### config.mk
export PLATFORM = sky130hd
export DESIGN_NAME = core_run_controller
export DESIGN_NICKNAME = d
export VERILOG_FILES = /design/src/rtl/riscv_pkg.sv /design/src/rtl/core_run_controller_bram_stream_loader.sv /design/src/rtl/core_run_controller.sv
export SDC_FILE = /design/constraint.sdc
export NUM_CORES = 1
export LEC_CHECK = 0
export ABC_CLOCK_PERIOD_IN_PS = 2800
export CAP_MARGIN = 20
export CORE_ASPECT_RATIO = 1.1
export CORE_UTILIZATION = 46
export DETAILED_ROUTE_END_ITERATION = 8
export PLACE_DENSITY_LB_ADDON = 0.3
export SETUP_SLACK_MARGIN = 0.05
export SLEW_MARGIN = 15
export SYNTH_ARGS = -nofsm -noshare
export SYNTH_HDL_FRONTEND = slang
export SYNTH_SLANG_ARGS = --single-unit
### constraint.sdc
create_clock -name clk -period 2.8 [get_ports clk]
set_input_delay 0.56 -clock clk [delete_from_list [all_inputs] [get_ports clk]]
set_output_delay 0.56 -clock clk [all_outputs]
set_load 0.03 [all_outputs]
### src/rtl/riscv_pkg.sv
// Shared definitions for the RISC-V core subsystem.
//
// Contents:
//   SIZE, ADDR_WIDTH   shared instruction/data BRAM geometry (32-bit words)
//   MAILBOX_ADDR       word address whose store marks program completion
//   PASS_CODE          mailbox value that means the program passed
//   ctrl_state_t       phases of the run controller
package riscv_pkg;

  localparam int SIZE       = 1024;
  localparam int ADDR_WIDTH = 10;

  localparam logic [ADDR_WIDTH-1:0] MAILBOX_ADDR = 10'h3FF;
  localparam logic [31:0]           PASS_CODE    = 32'h0000_0001;

  typedef enum logic [2:0] {
    IDLE    = 3'd0,
    LOAD    = 3'd1,
    HOLD    = 3'd2,
    RUN     = 3'd3,
    DONE    = 3'd4,
    TIMEOUT = 3'd5
  } ctrl_state_t;

endpackage

### src/rtl/core_run_controller_bram_stream_loader.sv
// bram_stream_loader: accepts a host word stream with a valid/ready handshake
// and turns each accepted word into a registered BRAM port A write at the next
// sequential word address.
//
// Ports:
//   clk, reset   clock and synchronous active-high reset
//   start        arm a new load: index back to 0, length latched (clamped)
//   len          requested word count, sampled on start
//   active       controller is in its load phase; enables acceptance
//   valid, data  host stream word
//   ready        word is accepted this cycle when valid is also high
//   wr_addr      registered write address (load index of the accepted word)
//   wr_data      registered write data
//   wr_en        registered byte enables, 4'hF the cycle after an accept
//   done         combinational pulse on the accept of the final word
module bram_stream_loader #(
  parameter int SIZE       = 1024,
  parameter int ADDR_WIDTH = 10
) (
  input  logic                  clk,
  input  logic                  reset,
  input  logic                  start,
  input  logic [ADDR_WIDTH:0]   len,
  input  logic                  active,
  input  logic                  valid,
  input  logic [31:0]           data,
  output logic                  ready,
  output logic [ADDR_WIDTH-1:0] wr_addr,
  output logic [31:0]           wr_data,
  output logic [3:0]            wr_en,
  output logic                  done
);
  import riscv_pkg::*;

  localparam logic [ADDR_WIDTH:0] SIZE_W = (ADDR_WIDTH+1)'(SIZE);
  localparam logic [ADDR_WIDTH:0] ONE    = (ADDR_WIDTH+1)'(1);

  // One bit wider than the address so a full-depth length fits.
  logic [ADDR_WIDTH:0]   idx_q;
  logic [ADDR_WIDTH:0]   len_q;
  logic                  accept;
  logic [3:0]            wr_en_q;
  logic [ADDR_WIDTH-1:0] wr_addr_q;
  logic [31:0]           wr_data_q;

  assign ready  = active;
  assign accept = active && valid;
  assign done   = accept && ((idx_q + ONE) == len_q);

  // Stage boundary: accepted word -> registered BRAM write
  always_ff @(posedge clk) begin
    if (reset) begin
      idx_q   <= '0;
      len_q   <= '0;
      wr_en_q <= 4'h0;
    end else begin
      if (start) begin
        idx_q <= '0;
        len_q <= (len > SIZE_W) ? SIZE_W : len;
      end else if (accept) begin
        idx_q <= idx_q + ONE;
      end
      wr_en_q <= accept ? 4'hF : 4'h0;
    end
  end

  always_ff @(posedge clk) begin
    if (accept) begin
      wr_addr_q <= idx_q[ADDR_WIDTH-1:0];
      wr_data_q <= data;
    end
  end

  assign wr_addr = wr_addr_q;
  assign wr_data = wr_data_q;
  assign wr_en   = wr_en_q;

endmodule

### src/rtl/core_run_controller.sv
// core_run_controller: sequences one RISC-V core and its shared BRAM through
// program load, reset hold, run and completion. Sits between the core dmem
// port and BRAM port A.
//
// Ports:
//   clk, reset                 clock, synchronous active-high reset
//   i_start                    pulse; begins a load from IDLE/DONE/TIMEOUT
//   i_load_len                 words to load (clamped to SIZE), sampled on i_start
//   i_load_valid/i_load_data   host word stream; o_load_ready is its ready
//   i_core_addr/_wr_data/_wr_en core dmem store port (word address)
//   o_bram_addr/_wr_data/_wr_en BRAM port A
//   o_core_reset               core reset, high except while running
//   o_busy                     in LOAD, HOLD or RUN
//   o_done/o_timeout/o_pass    sticky completion status
//   o_result                   captured mailbox value
//   o_cycle_count              run cycles, frozen when the run ends
module core_run_controller #(
  parameter int                          SIZE              = riscv_pkg::SIZE,
  parameter int                          ADDR_WIDTH        = riscv_pkg::ADDR_WIDTH,
  parameter int                          RESET_HOLD_CYCLES = 6,
  parameter logic [riscv_pkg::ADDR_WIDTH-1:0] MAILBOX_ADDR = riscv_pkg::MAILBOX_ADDR,
  parameter logic [31:0]                 PASS_CODE         = riscv_pkg::PASS_CODE,
  parameter int                          TIMEOUT_CYCLES    = 1_000_000,
  parameter int                          CNT_WIDTH         = 32
) (
  input  logic                  clk,
  input  logic                  reset,
  input  logic                  i_start,
  input  logic [ADDR_WIDTH:0]   i_load_len,
  input  logic                  i_load_valid,
  input  logic [31:0]           i_load_data,
  output logic                  o_load_ready,
  input  logic [13:0]           i_core_addr,
  input  logic [31:0]           i_core_wr_data,
  input  logic [3:0]            i_core_wr_en,
  output logic [ADDR_WIDTH-1:0] o_bram_addr,
  output logic [31:0]           o_bram_wr_data,
  output logic [3:0]            o_bram_wr_en,
  output logic                  o_core_reset,
  output logic                  o_busy,
  output logic                  o_done,
  output logic                  o_timeout,
  output logic                  o_pass,
  output logic [31:0]           o_result,
  output logic [CNT_WIDTH-1:0]  o_cycle_count
);
  import riscv_pkg::*;

  localparam int                   HOLD_W       = $clog2(RESET_HOLD_CYCLES + 1) + 1;
  localparam logic [HOLD_W-1:0]    HOLD_LAST    = HOLD_W'(RESET_HOLD_CYCLES - 1);
  localparam logic [CNT_WIDTH-1:0] TIMEOUT_LAST = CNT_WIDTH'(TIMEOUT_CYCLES - 1);

  function automatic logic [CNT_WIDTH-1:0] sat_inc(input logic [CNT_WIDTH-1:0] v);
    return (&v) ? v : v + CNT_WIDTH'(1);
  endfunction

  ctrl_state_t state_q, state_d;

  logic [HOLD_W-1:0]    hold_q;
  logic [CNT_WIDTH-1:0] cycle_q;
  logic                 done_q, timeout_q, pass_q, core_rst_q;
  logic [31:0]          result_q;

  logic                  load_start, load_active, use_loader;
  logic                  mbox_hit, wd_fire, busy;
  logic                  ld_done;
  logic [ADDR_WIDTH-1:0] ld_addr;
  logic [31:0]           ld_data;
  logic [3:0]            ld_wr_en;

  // Upper core address bits lie outside the BRAM and are ignored.
  logic unused_core_addr;
  assign unused_core_addr = ^i_core_addr[13:ADDR_WIDTH];

  bram_stream_loader #(
    .SIZE       (SIZE),
    .ADDR_WIDTH (ADDR_WIDTH)
  ) u_loader (
    .clk     (clk),
    .reset   (reset),
    .start   (load_start),
    .len     (i_load_len),
    .active  (load_active),
    .valid   (i_load_valid),
    .data    (i_load_data),
    .ready   (o_load_ready),
    .wr_addr (ld_addr),
    .wr_data (ld_data),
    .wr_en   (ld_wr_en),
    .done    (ld_done)
  );

  always_ff @(posedge clk) begin
    if (reset) begin
      state_q    <= IDLE;
      core_rst_q <= 1'b1;
    end else begin
      state_q    <= state_d;
      core_rst_q <= (state_d != RUN);
    end
  end

  always_comb begin
    state_d     = state_q;
    load_start  = 1'b0;
    mbox_hit    = 1'b0;
    wd_fire     = 1'b0;
    load_active = (state_q == LOAD);
    busy        = (state_q == LOAD) || (state_q == HOLD) || (state_q == RUN);
    // The last loader write lands in the first HOLD cycle, so the port stays
    // with the loader until then.
    use_loader  = (state_q == LOAD) || ((state_q == HOLD) && (hold_q == '0));

    if (state_q == RUN) begin
      mbox_hit = (i_core_wr_en != 4'h0) &&
                 (i_core_addr[ADDR_WIDTH-1:0] == MAILBOX_ADDR);
      // A mailbox store on the final watchdog cycle takes priority.
      wd_fire  = !mbox_hit && (cycle_q == TIMEOUT_LAST);
    end

    case (state_q)
      IDLE, DONE, TIMEOUT: begin
        if (i_start) begin
          load_start = 1'b1;
          state_d    = (i_load_len == '0) ? HOLD : LOAD;
        end
      end
      LOAD:    if (ld_done) state_d = HOLD;
      HOLD:    if (hold_q == HOLD_LAST) state_d = RUN;
      RUN: begin
        if (mbox_hit)     state_d = DONE;
        else if (wd_fire) state_d = TIMEOUT;
      end
      default: state_d = IDLE;
    endcase
  end

  // Stage boundary: hold/run counters and sticky status
  always_ff @(posedge clk) begin
    if (reset) begin
      hold_q    <= '0;
      cycle_q   <= '0;
      done_q    <= 1'b0;
      timeout_q <= 1'b0;
      pass_q    <= 1'b0;
      result_q  <= '0;
    end else begin
      hold_q <= ((state_q == HOLD) && (state_d == HOLD)) ? hold_q + HOLD_W'(1) : '0;
      if (load_start) begin
        cycle_q   <= '0;
        done_q    <= 1'b0;
        timeout_q <= 1'b0;
        pass_q    <= 1'b0;
        result_q  <= '0;
      end else if (mbox_hit) begin
        result_q <= i_core_wr_data;
        pass_q   <= (i_core_wr_data == PASS_CODE);
        done_q   <= 1'b1;
      end else if (wd_fire) begin
        timeout_q <= 1'b1;
      end else if (state_q == RUN) begin
        cycle_q <= sat_inc(cycle_q);
      end
    end
  end

  assign o_bram_addr    = use_loader ? ld_addr  : i_core_addr[ADDR_WIDTH-1:0];
  assign o_bram_wr_data = use_loader ? ld_data  : i_core_wr_data;
  assign o_bram_wr_en   = use_loader ? ld_wr_en : i_core_wr_en;

  assign o_core_reset  = core_rst_q;
  assign o_busy        = busy;
  assign o_done        = done_q;
  assign o_timeout     = timeout_q;
  assign o_pass        = pass_q;
  assign o_result      = result_q;
  assign o_cycle_count = cycle_q;

endmodule
* Yosys cells after proc, flatten, opt, wreduce, memory -nomap -nowiden
Index checks and enable logic that the tools add are counted.
** Storage, ports and cells
- Register bits :: 143
- Latch bits :: 0
- Bits in writable memories :: 0
- Bits in read-only memories :: 0
- Input bits :: 97
- Output and inout bits :: 116
- Word-level logic and storage cells :: 69
- Memories kept :: 0
** Cells by class
- $add $sub $neg :: 3
- Multipliers :: 0
- Divide/modulo/power cells :: 0
- Magnitude comparators :: 1
- Eq/ne operators :: 12
- Shifts and indexed selects :: 0
- Mux-type cells :: 16
- Bitwise logic cells :: 4
- Reduce and logical (&&, ||, !) cells :: 20
** Operators with widths (count)
- 32-bit by 1-bit adder with 32-bit output, second input constant :: 1
- 32-bit by 1-bit equality test with 1-bit output, second input constant :: 1
- 32-bit by 20-bit equality test with 1-bit output, second input constant :: 1
- 32-bit two-way mux :: 1
- 32-bit AND reduction :: 1
- 3-bit two-way mux :: 5
- 3-bit one-hot mux with 4 select lines :: 1
- 11-bit by 1-bit adder with 11-bit output, second input constant :: 1
- 11-bit equality test :: 1
- 11-bit > comparator, second input constant :: 1
- 11-bit logical NOT :: 1
- 11-bit two-way mux :: 1
- 10-bit equality test, second input constant :: 1
- 10-bit two-way mux :: 1
- 3-bit by 2-bit equality test with 1-bit output, second input constant :: 3
- 4-bit two-way mux :: 2
- 3-bit equality test, second input constant :: 2
- 1-bit logical AND :: 6
- 4-bit by 1-bit adder with 4-bit output, second input constant :: 1
- 4-bit by 3-bit equality test with 1-bit output, second input constant :: 1
- 4-bit logical NOT :: 1
- 1-bit two-way mux :: 4
- 1-bit NOT :: 4
- 4-bit AND reduction :: 1
- other kinds (10) :: 13

* Longest topological paths before layout
- Depth after elaboration :: 12
- Mapped depth :: 8
- Gate-level depth less buffers :: 7

* Modules after synthesis
Synthesis repeated with hierarchy kept, for this count alone.
** Unflattened totals
- Cells, all modules :: 663
- Area, all modules :: 6412.4 um^2
** By module, submodules not included
- core_run_controller :: instances 1, cells an instance 484, area each 3952.5 um^2, seq. area each 1501.4 um^2
- bram_stream_loader :: instances 1, cells an instance 179, area each 2459.9 um^2, seq. area each 1721.7 um^2

* Least setup slack after synthesis
No wires, ideal clock.
- Kind :: reg2out
- Start :: register state_q[2]
- End :: output o_bram_wr_data[10]
- Data arrival time :: 2.216 ns
- Required time :: 2.240 ns
- Setup slack :: 0.024 ns
- Cell stages (with the launch flop) :: 7
- Buffers on the path :: 2
- Cells stage by stage :: dfxtp_1 and2b_1 nor2b_1 a31oi_1 clkbuf_1 buf_1 mux2_2
** Between the ends
- Elaborated cells between the ends (all ways) :: 5
- Those cells by class :: 2 x eq/ne; 1 x mux; 2 x reduce/logical
** RTL lines
- start: declaration :: RTL line core_run_controller.sv:57 : ctrl_state_t state_q, state_d;
- start signal: assignment :: RTL line core_run_controller.sv:98 : state_q <= state_d;
- 3-bit by 1-bit equality test with 1-bit output
- via o_load_ready :: RTL line core_run_controller.sv:32 : output logic o_load_ready,
- 1-bit logical OR :: RTL line core_run_controller.sv:112 : use_loader = (state_q == LOAD) || ((state_q == HOLD) && (hold_q == '0));
- 32-bit two-way mux :: RTL line core_run_controller.sv:168 : assign o_bram_wr_data = use_loader ? ld_data : i_core_wr_data;
- end: declaration :: RTL line core_run_controller.sv:37 : output logic [31:0] o_bram_wr_data,
The timed path passes the listed nets, and every way through them passes these cells.

* Final worst setup path
- Start :: register state_q[2]
- End :: output o_bram_wr_data[13]
** Between the ends
- Word-level cells in the longest chain between the ends :: 4
- Elaborated cells between the ends (all ways) :: 5
- Those cells by class :: 2 x eq/ne; 1 x mux; 2 x reduce/logical
** Ends and longest elaborated chain (RTL line)
- 3-bit by 2-bit equality test with 1-bit output :: core_run_controller.sv:112
- 1-bit logical AND :: core_run_controller.sv:112
- 1-bit logical OR (*) :: core_run_controller.sv:112
- 32-bit two-way mux (*) :: core_run_controller.sv:168
Every way passes the cells marked *; elsewhere a longest branch is shown, timed or not.

==> metrics <==
status completed; power per cell area 553 nW/um^2; Net Count, Synth about 750; Crit Path Class flop to output pin; share of cells above drive strength 1 0.205; vias per inst between 5 and 6; clock buffer depth 2; Total Power 5.27 mW; Async S/R FF share, synth 0; Peak VDD IR 315 uV; register area share after synthesis 0.511; worst skew pair latency about 0.42 ns; DR WL/cell 17.7 um; antenna violations before repair 0; Worst Path Required 2.24 ns; Final ANT Viol Nets 0; measured slew at the worst slew-check pin ~0.6 ns; top-level I/O count around 210; Util after Layout 0.719; CTS sink count 140; LEAKAGE 3.38 nW; gr usage total 0.269; Num CTS Buffers 17; most frequent cells in the layout 162 x clkdlybuf4s50_1, 96 x nand2_1, 94 x dfxtp_1; family with the most delay on the worst path buffers and inverters; vias in the first global route 5908; synthesized cell area 6300 sq um; net count reported at finish 990; routed wire length 19.3 mm; Final Max Tran Viols 0; grt ovf 0; crit path max fanout 12; Core Area 13300 sq um; synth unique cells 55; CTS tree yes; gpl congestion 0.894; worst reg-to-reg path cell count 7; Buf+Inv Stages, Crit Path 2; fin cells 1085; register bit total from synthesis 140; Die X-Extent 114 um; Hold Vio Cnt, Final 0; Starting DRT DRC Count 445; Period Utilization, post-route 0.973; most common flop cell mapped by yosys dfxtp_1; Hold Path Stages 1; relative slew slack 0.593; Worst path depth 6; Std-Cell Rows 44; Crit path arrival time approximately 2.2 ns; first-pass GRT wire length 29.7 mm; fmax 0.367 GHz; Synth Warn # 0; Root Driver clkbuf_16; H-tree depth 4; die height 125 um; n_diodes 0; skew final 0.00592 ns; maxcap violations 0; Fin Hold WS 0.450 ns; Setup violations, final 0; HP Class flop to flop; fin area 9540 sq um; drt pass-1 iters 4; crit path launch type flop; commonest non-fill, non-tap cell in the layout clkdlybuf4s50_1; cell area after placement around 8900 sq um; full die area between 10000 and 15000 sq um; Syn-to-layout area delta 51.3%; CP max stage cell mux2_2; EDFF count, synth 42; CP Cell Sequence and2b_1 > nor2b_2 > a31oi_4 > bufbuf_16 > mux2_2 > buf_4; CP Capture Type output pin; largest net degree at the start of global routing 44; Final Critical Period roughly 2.7 ns; Post-Place Cells 1049; Detail Placement HPWL 13.5 mm; post-synthesis cell count between 600 and 700; # DRC 0; Mapped Avg Cell Area slightly below 10 sq um; initial core utilization 0.475; CP peak stage delay 0.35 ns; vias roughly 6k; RSZ-0062 raised after global routing yes; Worst-path clk slew roughly 0.06 ns; PortBufs around 210
## synth_stat cells, drive strengths merged (3+ instances only)
| cell | instances | area (sq um) |
|---|---|---|
| a21o | 5 | 37.5 |
| a21oi | 63 | 315 |
| a22o | 8 | 70.1 |
| a31oi | 3 | 18.8 |
| and2 | 4 | 25.0 |
| and3 | 11 | 68.8 |
| and4 | 6 | 52.6 |
| buf | 11 | 51.3 |
| clkbuf | 24 | 90.1 |
| dfxtp | 98 | 1960 |
| edfxtp | 42 | 1260 |
| ha | 5 | 62.6 |
| inv | 6 | 22.5 |
| mux2 | 43 | 484 |
| nand2 | 96 | 360 |
| nand2b | 3 | 18.8 |
| nand3 | 13 | 65.1 |
| nand4 | 21 | 138 |
| nor2 | 44 | 165 |
| nor2b | 3 | 18.8 |
| nor3 | 13 | 65.1 |
| nor4 | 22 | 138 |
| nor4b | 3 | 26.3 |
| o211ai | 3 | 22.5 |
| o21ai | 17 | 85.1 |
| or2 | 3 | 18.8 |
| or3 | 17 | 108 |
| or4 | 6 | 45.0 |
| xnor2 | 23 | 201 |
| xor2 | 10 | 87.6 |
## report_power, final
part / leakage, nW / internal [mW] / switching [mW]
clock network: 0.295 / 1.49 / 0.901
registers: 1.18 / 2.13 / 0.0164
logic: 1.91 / 0.362 / 0.378
## per-layer routing
metal	wire, um	global-route usage	vias to the layer above
li1	-	-	2847
met1	7590	0.294	2856
met2	9810	0.482	220
met3	1310	0.0745	48
met4	549	0.116	0
met5	0	0	-
## logic make-up after synthesis
logic type / after synthesis / synth area share
muxes: 43 / 0.0768
DFF: 140 / 0.511
buffers and inverters: 41 / 0.0260
adders and majority gates: 5 / 0.00992
AOI/OAI and AO/OA: 114 / 0.107
xor gates and xnor gates: 33 / 0.0458
and+or+nand+nor: 276 / 0.223
## registers in the layout, indices dropped and copies added, names as in the netlist, 3 cells and up
signal / cells
u_loader.idx_q: 11
state_q: 3
u_loader.wr_addr: 10
u_loader.wr_data: 32
o_cycle_count: 32
u_loader.len_q: 11
o_result: 32
hold_q: 4
## timing repair
item	in CTS	in global routing
setup buffers	1	0
gates resized for setup	206	58
cloned	1	1
pin swaps	3	3
hold buffers	0	0
setup endpoints to repair	63	59
## metrics by stage
step	setup TNS [ns]	worst slack (ns)
finish	0	0.0769
global route	0	0.00407
CTS	0	0.0256
detailed placement	-13.91	-0.622
global placement	-12.94	-0.595
floorplan	0	0.0596
## final cells by class
type,instances,area [sq um]
clock buffers,17,425
clock inverters,15,196
fillers,962,3730
inverters,6,22.5
multi-input cells,471,2980
flip-flops and latches,140,3230
well taps,184,230
repair buffers,252,2450
## path summary, 6_finish.rpt
path | start | end | slack (ns)
max reg2reg | u_loader.idx_q[1] | o_core_reset | 0.20
min reg2reg | hold_q[0] | hold_q[0] | 0.45
min | hold_q[0] | hold_q[0] | 0.45
max | state_q[2] | o_bram_wr_data[13] | 0.08
Power figures use the tool's default switching activity.
